==> config.mk <==
export PLATFORM = sky130hd
export DESIGN_NAME = mul_div_alu_flat
export DESIGN_NICKNAME = d
export VERILOG_FILES = /design/src/rtl/mul_div_alu_if.sv /design/src/rtl/mul_div_alu.sv /design/src/flat_wrapper.sv
export SDC_FILE = /design/constraint.sdc
export NUM_CORES = 2
export LEC_CHECK = 0
export BUFFER_PORTS_ARGS = -buffer_cell sky130_fd_sc_hd__buf_2
export CELL_PAD_IN_SITES_DETAIL_PLACEMENT = 0
export CELL_PAD_IN_SITES_GLOBAL_PLACEMENT = 1
export CORE_UTILIZATION = 48
export CTS_CLUSTER_SIZE = 14
export DETAILED_ROUTE_END_ITERATION = 8
export HOLD_SLACK_MARGIN = 0.08
export PLACE_DENSITY_LB_ADDON = 0.1
export RECOVER_POWER = 25
export SYNTH_ARGS = -nofsm -noshare
export SYNTH_HDL_FRONTEND = slang
export SYNTH_SLANG_ARGS = --single-unit
==> constraint.sdc <==
create_clock -name clk -period 9.5 [get_ports clk]
set_clock_uncertainty 0.1 [all_clocks]
set_input_delay 0.475 -clock clk [delete_from_list [all_inputs] [get_ports clk]]
set_output_delay 0.475 -clock clk [all_outputs]
set_load 0.02 [all_outputs]
==> src/rtl/mul_div_alu_if.sv <==
// Handshake and operand/result bundle for mul_div_alu.
// The requester (master) presents operations; the ALU (slave) accepts them and returns results.
interface mul_div_alu_if #(
    parameter int WIDTH = 32
);
    logic             in_valid;
    logic             in_ready;
    logic [3:0]       op;
    logic [WIDTH-1:0] a;
    logic [WIDTH-1:0] b;
    logic             flush;
    logic             out_valid;
    logic [WIDTH-1:0] result;

    modport master (
        output in_valid, op, a, b, flush,
        input  in_ready, out_valid, result
    );

    modport slave (
        input  in_valid, op, a, b, flush,
        output in_ready, out_valid, result
    );
endinterface

==> src/rtl/mul_div_alu.sv <==
// Single-issue ALU with HI/LO registers: one-cycle logic/arithmetic/shift ops and
// iterative (one bit per cycle) signed/unsigned multiply and restoring divide.
module mul_div_alu #(
    parameter int WIDTH = 32,
    parameter int SHW   = $clog2(WIDTH)
) (
    input  logic         clk,
    input  logic         reset,
    mul_div_alu_if.slave bus
);
    localparam int CW = $clog2(WIDTH + 1);

    typedef enum logic [1:0] {IDLE, MUL, DIV, FIN} state_t;

    state_t             state_reg, state_next;
    logic [CW-1:0]      cnt_reg, cnt_next;
    logic [2*WIDTH-1:0] acc_reg, acc_next;
    logic [WIDTH-1:0]   opnd_reg, opnd_next;
    logic [WIDTH-1:0]   a_reg, a_next;
    logic               is_div_reg, is_div_next;
    logic               neg_q_reg, neg_q_next;
    logic               neg_r_reg, neg_r_next;
    logic               dz_reg, dz_next;
    logic [WIDTH-1:0]   hi_reg, hi_next;
    logic [WIDTH-1:0]   lo_reg, lo_next;
    logic [WIDTH-1:0]   result_reg, result_next;
    logic               out_valid_reg, out_valid_next;

    logic               accept;
    logic               is_signed;
    logic [WIDTH-1:0]   a_mag, b_mag;
    logic [WIDTH-1:0]   alu_res;
    logic [SHW-1:0]     sh;
    logic [WIDTH:0]     msum;
    logic [WIDTH:0]     dshift, ddiff;
    logic [2*WIDTH-1:0] prod_fix;
    logic [WIDTH-1:0]   q_fix, r_fix;

    assign bus.in_ready  = (state_reg == IDLE);
    assign bus.out_valid = out_valid_reg;
    assign bus.result    = result_reg;

    assign accept    = bus.in_valid && (state_reg == IDLE);
    assign is_signed = ~bus.op[0];
    assign a_mag     = (is_signed && bus.a[WIDTH-1]) ? -bus.a : bus.a;
    assign b_mag     = (is_signed && bus.b[WIDTH-1]) ? -bus.b : bus.b;
    assign sh        = bus.a[SHW-1:0];

    // Shift-add step: multiplier sits in the low half and drains out as the product fills in.
    assign msum   = {1'b0, acc_reg[2*WIDTH-1:WIDTH]} + (acc_reg[0] ? {1'b0, opnd_reg} : '0);
    // Restoring step: {remainder, dividend} shifts left one bit, quotient bits enter at the bottom.
    assign dshift = acc_reg[2*WIDTH-1:WIDTH-1];
    assign ddiff  = dshift - {1'b0, opnd_reg};

    assign prod_fix = neg_q_reg ? -acc_reg : acc_reg;
    assign q_fix    = neg_q_reg ? -acc_reg[WIDTH-1:0] : acc_reg[WIDTH-1:0];
    assign r_fix    = neg_r_reg ? -acc_reg[2*WIDTH-1:WIDTH] : acc_reg[2*WIDTH-1:WIDTH];

    always_comb begin
        alu_res = '0;
        case (bus.op)
            4'd0:  alu_res = bus.a & bus.b;
            4'd1:  alu_res = bus.a | bus.b;
            4'd2:  alu_res = bus.a + bus.b;
            4'd3:  alu_res = bus.a - bus.b;
            4'd4:  alu_res = bus.b << sh;
            4'd5:  alu_res = bus.b >> sh;
            4'd6:  alu_res = $signed(bus.b) >>> sh;
            4'd7:  alu_res = {{(WIDTH-1){1'b0}}, ($signed(bus.a) < $signed(bus.b))};
            4'd12: alu_res = hi_reg;
            4'd13: alu_res = lo_reg;
            4'd14: alu_res = bus.a;
            4'd15: alu_res = bus.a;
            default: alu_res = '0;
        endcase
    end

    always_comb begin
        state_next     = state_reg;
        cnt_next       = cnt_reg;
        acc_next       = acc_reg;
        opnd_next      = opnd_reg;
        a_next         = a_reg;
        is_div_next    = is_div_reg;
        neg_q_next     = neg_q_reg;
        neg_r_next     = neg_r_reg;
        dz_next        = dz_reg;
        hi_next        = hi_reg;
        lo_next        = lo_reg;
        result_next    = result_reg;
        out_valid_next = 1'b0;

        case (state_reg)
            IDLE: begin
                if (accept) begin
                    if (bus.op[3:2] == 2'b10) begin
                        state_next  = bus.op[1] ? DIV : MUL;
                        cnt_next    = '0;
                        acc_next    = {{WIDTH{1'b0}}, a_mag};
                        opnd_next   = b_mag;
                        a_next      = bus.a;
                        is_div_next = bus.op[1];
                        neg_q_next  = is_signed && (bus.a[WIDTH-1] ^ bus.b[WIDTH-1]);
                        neg_r_next  = is_signed && bus.a[WIDTH-1];
                        dz_next     = (bus.b == '0);
                    end else begin
                        out_valid_next = 1'b1;
                        result_next    = alu_res;
                        if (bus.op == 4'd14) hi_next = bus.a;
                        if (bus.op == 4'd15) lo_next = bus.a;
                    end
                end
            end
            MUL: begin
                acc_next = {msum, acc_reg[WIDTH-1:1]};
                cnt_next = cnt_reg + 1'b1;
                if (cnt_reg == CW'(WIDTH - 1)) state_next = FIN;
            end
            DIV: begin
                if (!ddiff[WIDTH]) acc_next = {ddiff[WIDTH-1:0], acc_reg[WIDTH-2:0], 1'b1};
                else               acc_next = {dshift[WIDTH-1:0], acc_reg[WIDTH-2:0], 1'b0};
                cnt_next = cnt_reg + 1'b1;
                if (cnt_reg == CW'(WIDTH - 1)) state_next = FIN;
            end
            FIN: begin
                state_next     = IDLE;
                out_valid_next = 1'b1;
                if (!is_div_reg) begin
                    hi_next     = prod_fix[2*WIDTH-1:WIDTH];
                    lo_next     = prod_fix[WIDTH-1:0];
                    result_next = prod_fix[WIDTH-1:0];
                end else if (dz_reg) begin
                    hi_next     = a_reg;
                    lo_next     = '1;
                    result_next = '1;
                end else begin
                    hi_next     = r_fix;
                    lo_next     = q_fix;
                    result_next = q_fix;
                end
            end
            default: state_next = IDLE;
        endcase

        // An abort discards the long operation without touching architectural state.
        if (bus.flush && state_reg != IDLE) begin
            state_next     = IDLE;
            out_valid_next = 1'b0;
            hi_next        = hi_reg;
            lo_next        = lo_reg;
            result_next    = result_reg;
        end
    end

    always_ff @(posedge clk or posedge reset) begin
        if (reset) begin
            state_reg     <= IDLE;
            cnt_reg       <= '0;
            acc_reg       <= '0;
            opnd_reg      <= '0;
            a_reg         <= '0;
            is_div_reg    <= 1'b0;
            neg_q_reg     <= 1'b0;
            neg_r_reg     <= 1'b0;
            dz_reg        <= 1'b0;
            hi_reg        <= '0;
            lo_reg        <= '0;
            result_reg    <= '0;
            out_valid_reg <= 1'b0;
        end else begin
            state_reg     <= state_next;
            cnt_reg       <= cnt_next;
            acc_reg       <= acc_next;
            opnd_reg      <= opnd_next;
            a_reg         <= a_next;
            is_div_reg    <= is_div_next;
            neg_q_reg     <= neg_q_next;
            neg_r_reg     <= neg_r_next;
            dz_reg        <= dz_next;
            hi_reg        <= hi_next;
            lo_reg        <= lo_next;
            result_reg    <= result_next;
            out_valid_reg <= out_valid_next;
        end
    end
endmodule

==> src/flat_wrapper.sv <==
// flat-port wrapper written by rule: the top's interface ports become plain ports
module mul_div_alu_flat 
#(
    parameter int WIDTH = 32,
    parameter int SHW   = $clog2(WIDTH)
)
  (clk, reset, bus_in_valid, bus_op, bus_a, bus_b, bus_flush, bus_in_ready, bus_out_valid, bus_result);
  mul_div_alu_if #(.WIDTH(WIDTH)) bus_i ();
  input  logic clk;
  input  logic reset;
  input wire logic [$bits(bus_i.in_valid)-1:0] bus_in_valid;
  input wire logic [$bits(bus_i.op)-1:0] bus_op;
  input wire logic [$bits(bus_i.a)-1:0] bus_a;
  input wire logic [$bits(bus_i.b)-1:0] bus_b;
  input wire logic [$bits(bus_i.flush)-1:0] bus_flush;
  output wire logic [$bits(bus_i.in_ready)-1:0] bus_in_ready;
  output wire logic [$bits(bus_i.out_valid)-1:0] bus_out_valid;
  output wire logic [$bits(bus_i.result)-1:0] bus_result;
  assign bus_i.in_valid = bus_in_valid;
  assign bus_i.op = bus_op;
  assign bus_i.a = bus_a;
  assign bus_i.b = bus_b;
  assign bus_i.flush = bus_flush;
  assign bus_in_ready = bus_i.in_ready;
  assign bus_out_valid = bus_i.out_valid;
  assign bus_result = bus_i.result;
  mul_div_alu #(.WIDTH(WIDTH), .SHW(SHW)) u_core (.clk(clk), .reset(reset), .bus(bus_i));
endmodule
### After elaboration in Yosys (flattened, before gate mapping)

Cells that the tools add are included.

* $lt $le $gt $ge: 1
* shift-type cells: 3
* add/sub/neg operators: 10
* reductions and logical operators: 21
* eq/ne operators: 24
* bitwise operators: 5
* muxes and demuxes: 39

Operators by type and width (number)
* $mux 32: 17
* $pmux 32 s11: 1
* $mux 64: 4
* $pmux 32 s2: 3
* $pmux 64 s3: 1
* $neg 32->32: 4
* $neg 64->64: 1
* $add 32x33->33: 1
* $sub 33x32->33: 1
* $add 32x32->32: 1
* $and 32x32->32: 1
* $logic_not 32->1: 1
* $lt 32x32->1: 1
* $or 32x32->32: 1
* $shl 32x5->32: 1
* $shr 32x5->32: 1
* $sshr 32x5->32: 1
* $sub 32x32->32: 1
* $eq 4x3->1 const B: 4
* $eq 4x4->1 const B: 4
* $mux 6: 2
* $pmux 6 s2: 1
* $reduce_and 3->1: 4
* $mux 2: 5
* 22 further kinds: 41

* bits in registers: 237
* input port bits: 72
* output and inout port bits: 34

### Depth between registers and ports, before layout

* depth in word-level cells: 6
* depth in mapped cells: 17
* gate-level depth less buffers: 14

### Least setup slack after synthesis

Ideal clock, no wire load.

* kind: input to register
* start: in bus_a[2]
* end: reg u_core.result_reg[29], in the netlist u_core.bus.result[29]
* data required time: 9.269 ns
* stages: 17
* path slack: 4.696 ns
* arrival: 4.573 ns
* cell sequence: buf_2 > inv_1 > clkbuf_1 > clkbuf_1 > clkbuf_1 > buf_1 > ha_1 > o211ai_1 > o21ai_0 > o311ai_0 > nand3b_1 > a211o_1 > a41oi_1 > o21ai_0 > xnor2_1 > a2111oi_0 > o21bai_1

* word-level cells in the longest chain between the ends: 5
* elaborated cells on any way between the ends: 9
* classes of those cells: add/sub (2); shift (3); mux (4)

Ends and longest elaborated chain
* start, declared: RTL line flat_wrapper.sv:13 `input wire logic [$bits(bus_i.a)-1:0] bus_a;`
* $sub 32x32->32 (tied with other cells): RTL line mul_div_alu.sv:65 `4'd3: alu_res = bus.a - bus.b;`
* $pmux 32 s11 *: RTL line mul_div_alu.sv:61 `case (bus.op)`
* $mux 32 *: RTL line mul_div_alu.sv:96 `if (bus.op[3:2] == 2'b10) begin`
* $mux 32 *: RTL line mul_div_alu.sv:95 `if (accept) begin`
* $pmux 32 s2 *: RTL line mul_div_alu.sv:93 `case (state_reg)`
* end signal, assigned: RTL line mul_div_alu.sv:182 `result_reg <= result_next;`
* end, declared: RTL line mul_div_alu.sv:26 `logic [WIDTH-1:0] result_reg, result_next;`

Every way passes the cells marked *; elsewhere a longest branch is shown, timed or not. The select of a mux whose other input is x is not followed.
A chain may end at the register's enable or synchronous reset.

### Final worst setup path

* start: reg u_core.acc_reg[0]
* end: reg u_core.acc_reg[62]

* word-level cells in the longest chain between the ends: 3

Ends and longest elaborated chain
* start, declared: RTL line mul_div_alu.sv:17 `logic [2*WIDTH-1:0] acc_reg, acc_next;`
* start signal, assigned: RTL line mul_div_alu.sv:173 `acc_reg <= acc_next;`
* $mux 32: RTL line mul_div_alu.sv:50 `assign msum = {1'b0, acc_reg[2*WIDTH-1:WIDTH]} + (acc_reg[0] ? {1'b0, opnd_reg} : '0);`
* $add 32x33->33: RTL line mul_div_alu.sv:50
* $pmux 64 s3: RTL line mul_div_alu.sv:93

No other way between the ends.

==> impl_metrics.toml <==
[placed_design]
place_ws_ns = 4.23
placed_area_sq_mm = 0.0272
io_buffers = 105
dp_hpwl_um = 96800
placed_cells = 4117
place_congestion = 1.07

[worst_setup_path]
end_kind = "flop"
arrival_ns = 5.22
r2r-end = "u_core.acc_reg[62]$_DFFE_PP0P_"
cp.required_ns = 9.83
startpoint = "u_core.acc_reg[0]$_DFFE_PP0P_"
crit_type = "flop to flop"
worst_path_most_repeated_cell = "o21ai_0"
critPathSlowestCell = "inv_1"
crit_path_start_kind = "flop"
path_cells = "inv_1 > nor2_1 > ha_1 > a21oi_1 > o21ai_0 > a32o_1 > a31o_2 > o41ai_1 > o31ai_1 > a221oi_1 > o21ai_0 > xnor2_1 > o221ai_1"
crit_path_max_fanout = 32
endpoint = "u_core.acc_reg[62]$_DFFE_PP0P_"
reg2reg_depth = 13
max_stage_delay_ns = 0.86
r2r_slack_ns = 4.61
regToRegStartpoint = "u_core.acc_reg[0]$_DFFE_PP0P_"

[route]
drc = 0
firstDrtPassIters = 8
wirelength_um = 129000
drt_iter0_markers = 4416
viasPerCell = 7.06
vias = 29489
wl_per_cell_um = 31.0
ant_nets = 0

[clock_tree]
post_cts_resized = 0
cts_root_buf = "clkbuf_16"
cts_hold_buffers = 2
clock_path_buffers = 3
cts_setup_buffers = 0
clkLatencyLatePin_ns = 0.61
cts-buffers-inserted = 31
clk_pin_slew_ns = 0.06
ctsHtreeMaxLevel = 1
cts_num_sinks = 237
cts_tree = "yes"

[timing]
maxSlewViolCount = 109
rsz0062_at_grt = "no"
maxSlewHeadroom_pct = -257
hold_viol = 0
worstMarginPinSlew_ns = 5.32
setup_viol = 0
fin_ws_ns = 4.61
finalCriticalPeriod_ns = 4.89
finalSetupTns_ns = 0
fmax_ghz = 0.204
period_share_pct = 51.5

[global_routing]
antenna_found_initial = 7
grt_pass1_wl_um = 187000
grt_overflow = 0
grt_pass1_vias = 26985
grt_use_total_pct = 45.0
grt_max_degree = 109

[floorplan]
io_pins = 106
coreArea_sq_mm = 0.0540
die_area_sq_mm = 0.0559
die_y_um = 236
fp-row-count = 85
start_util_pct = 48.8
die_w_um = 236

[layout]
largest_reg_flops = 64
num-fill-cells = 5337
num-nets-final = 3714
fin_area_sq_mm = 0.0282
final-seq-area_sq_mm = 0.00593
instances_no_fill = 4176
syn2layout_area_growth_pct = 6.91
multiInputGateArea_sq_mm = 0.0189
drive_gt1_share_pct = 8.28

[power_and_ir_drop]
power_density_mw_per_mm2 = 342
total_power_mw = 9.63
switching_share_pct = 55.3
power_frac_clock_pct = 12.7
p_switching_mw = 5.33
seq_power_share_pct = 22.9
max-vdd-ir-drop_mv = 0.304
intPower_mw = 4.30
p_comb_share_pct = 64.4
leakagePower_nw = 12.0

[yosys]
synthCells = 3534
ys_top_cells_by_area = "dfrtp_1 (22%), ha_1 (8.6%), o21ai_0 (7.5%)"
yosys.area.top_type = "dfrtp_1"
yosysTopAreaCellShare_pct = 22.5
syn-num-nets = 3792
async_reset_ff_share_pct = 100
synth_area_sq_mm = 0.0264
avgSynthCellArea_sq_um = 7.46
seq_area_frac_synth_pct = 22.5
synth_seq_cells = 237
synth_ff_type = "dfrtp_1"
synth-edff-count = 0
yosys_warnings = 0
ys_types = 90

[status]
violations = "capacitance limit, slew limit"
outcome = "complete, but fails checks"

[run]
max_cap_viol_count = 1

[min_path]
hold_class = "input port to flop"
hold_path_depth = 3
## final cells by class
| type | count | share of cell area [%] |
|---|---|---|
| Antenna cell | 2 | 0.0177 |
| Clock buffer | 41 | 3.10 |
| Clock inverter | 14 | 0.501 |
| Inverter | 160 | 2.13 |
| Multi-Input combinational cell | 2872 | 67.0 |
| Sequential cell | 237 | 21.0 |
| Tap cell | 696 | 3.09 |
| Timing Repair Buffer | 154 | 3.11 |
## stage by stage
stage          utilization, %  hold WS, ns
2_1_floorplan               -        0.338
3_3_place_gp             50.3        0.349
3_5_place_dp             50.3        0.365
4_1_cts                  52.2        0.125
5_1_grt                  52.2        0.133
6_report                 52.2        0.146
## critical path: cells and delay by family (launching register included)
| family | cells | cell delay, ns |
|---|---|---|
| adder cells (fa/ha/maj) | 1 | 0.40 |
| AO/OA/AOI/OAI | 9 | 2.57 |
| XOR/XNOR | 1 | 0.18 |
| buffers and inverters | 1 | 0.86 |
| AND/OR/NAND/NOR | 1 | 0.12 |
| flip-flops | 1 | 0.46 |
## cells in the mapped netlist (8+ instances only)
cell type / instances
nor4_1: 26
o21bai_1: 26
nor2b_1: 16
nand2b_1: 28
o21a_1: 21
nand2_1: 480
xor2_1: 47
a21oi_1: 292
buf_1: 21
mux2i_1: 87
o211ai_1: 34
a22oi_1: 44
o22ai_1: 24
dfrtp_1: 237
o41ai_1: 12
a22o_1: 12
a221o_1: 18
clkbuf_1: 227
buf_2: 13
o2111ai_1: 11
nand3_1: 55
a31oi_1: 51
nor3_1: 70
nor2_1: 320
a21o_1: 50
a211oi_1: 32
mux4_2: 51
and2_1: 12
ha_1: 182
or3_1: 31
xnor2_1: 115
nand4_1: 24
and3_1: 13
o311ai_0: 8
o31ai_1: 48
or4_1: 14
inv_1: 158
a221oi_1: 30
or2_2: 13
o21ai_0: 395
o221ai_1: 39
a222oi_1: 12
a211o_1: 10
## per-layer routing
metal	global-route usage, %	up-vias	part of all wire [%]
li1	-	12757	-
met1	59.4	14109	38
met2	65.2	2221	41
met3	12.5	394	13
met4	27.1	8	7.2
met5	0	-	0.039
## logic make-up after synthesis
family / after synthesis / synth area share [%]
AO/OA/AOI/OAI: 1248 / 30.1
AND/OR/NAND/NOR: 1131 / 19.0
buffers and inverters: 425 / 6.19
flip-flops: 237 / 22.5
adder cells (fa/ha/maj): 186 / 8.94
XOR/XNOR: 163 / 5.44
multiplexers: 144 / 7.91
## power by group through the flow
stage	registers, mW	logic (mW)	clock network [mW]
global route	2.23	6.69	1.27
detailed placement	2.17	5.98	0
global placement	2.15	5.86	0
finish	2.21	6.20	1.23
floorplan	1.88	4.34	0
CTS	2.16	6.01	1.23
## cell usage in the layout, fill, tap and decap left out, drive strengths merged, types with 16 or more instances in the layout
master	count
o221ai	39
nand2b	28
o31ai	48
nor3	70
a21o	50
nor2b	16
dfrtp	237
a31oi	51
o21ai	402
nor2	321
o22ai	24
o211ai	35
inv	159
nor4	26
buf	131
nand4	24
o21bai	26
or3	32
a21oi	292
mux4	51
xor2	47
xnor2	116
nand2	480
a221o	18
mux2i	87
nand3	55
or4	16
a22oi	44
o21a	21
a221oi	30
ha	182
clkbuf	62
a211oi	32
## worst min-delay path by stage
| stage | from | end | slack [ns] |
|---|---|---|---|
| after floorplan | u_core.lo_reg[10]$_DFFE_PP0P_ | u_core.lo_reg[10]$_DFFE_PP0P_ | 0.34 |
| after global routing | bus_a[29] | u_core.lo_reg[29]$_DFFE_PP0P_ | 0.13 |
| final | bus_a[29] | u_core.lo_reg[29]$_DFFE_PP0P_ | 0.15 |
| after global placement | u_core.lo_reg[6]$_DFFE_PP0P_ | u_core.lo_reg[6]$_DFFE_PP0P_ | 0.35 |
| after detailed placement | u_core.a_reg[18]$_DFFE_PP0P_ | u_core.a_reg[18]$_DFFE_PP0P_ | 0.36 |
| after CTS | bus_a[29] | u_core.lo_reg[29]$_DFFE_PP0P_ | 0.13 |
(Power assumes the default switching activity.)
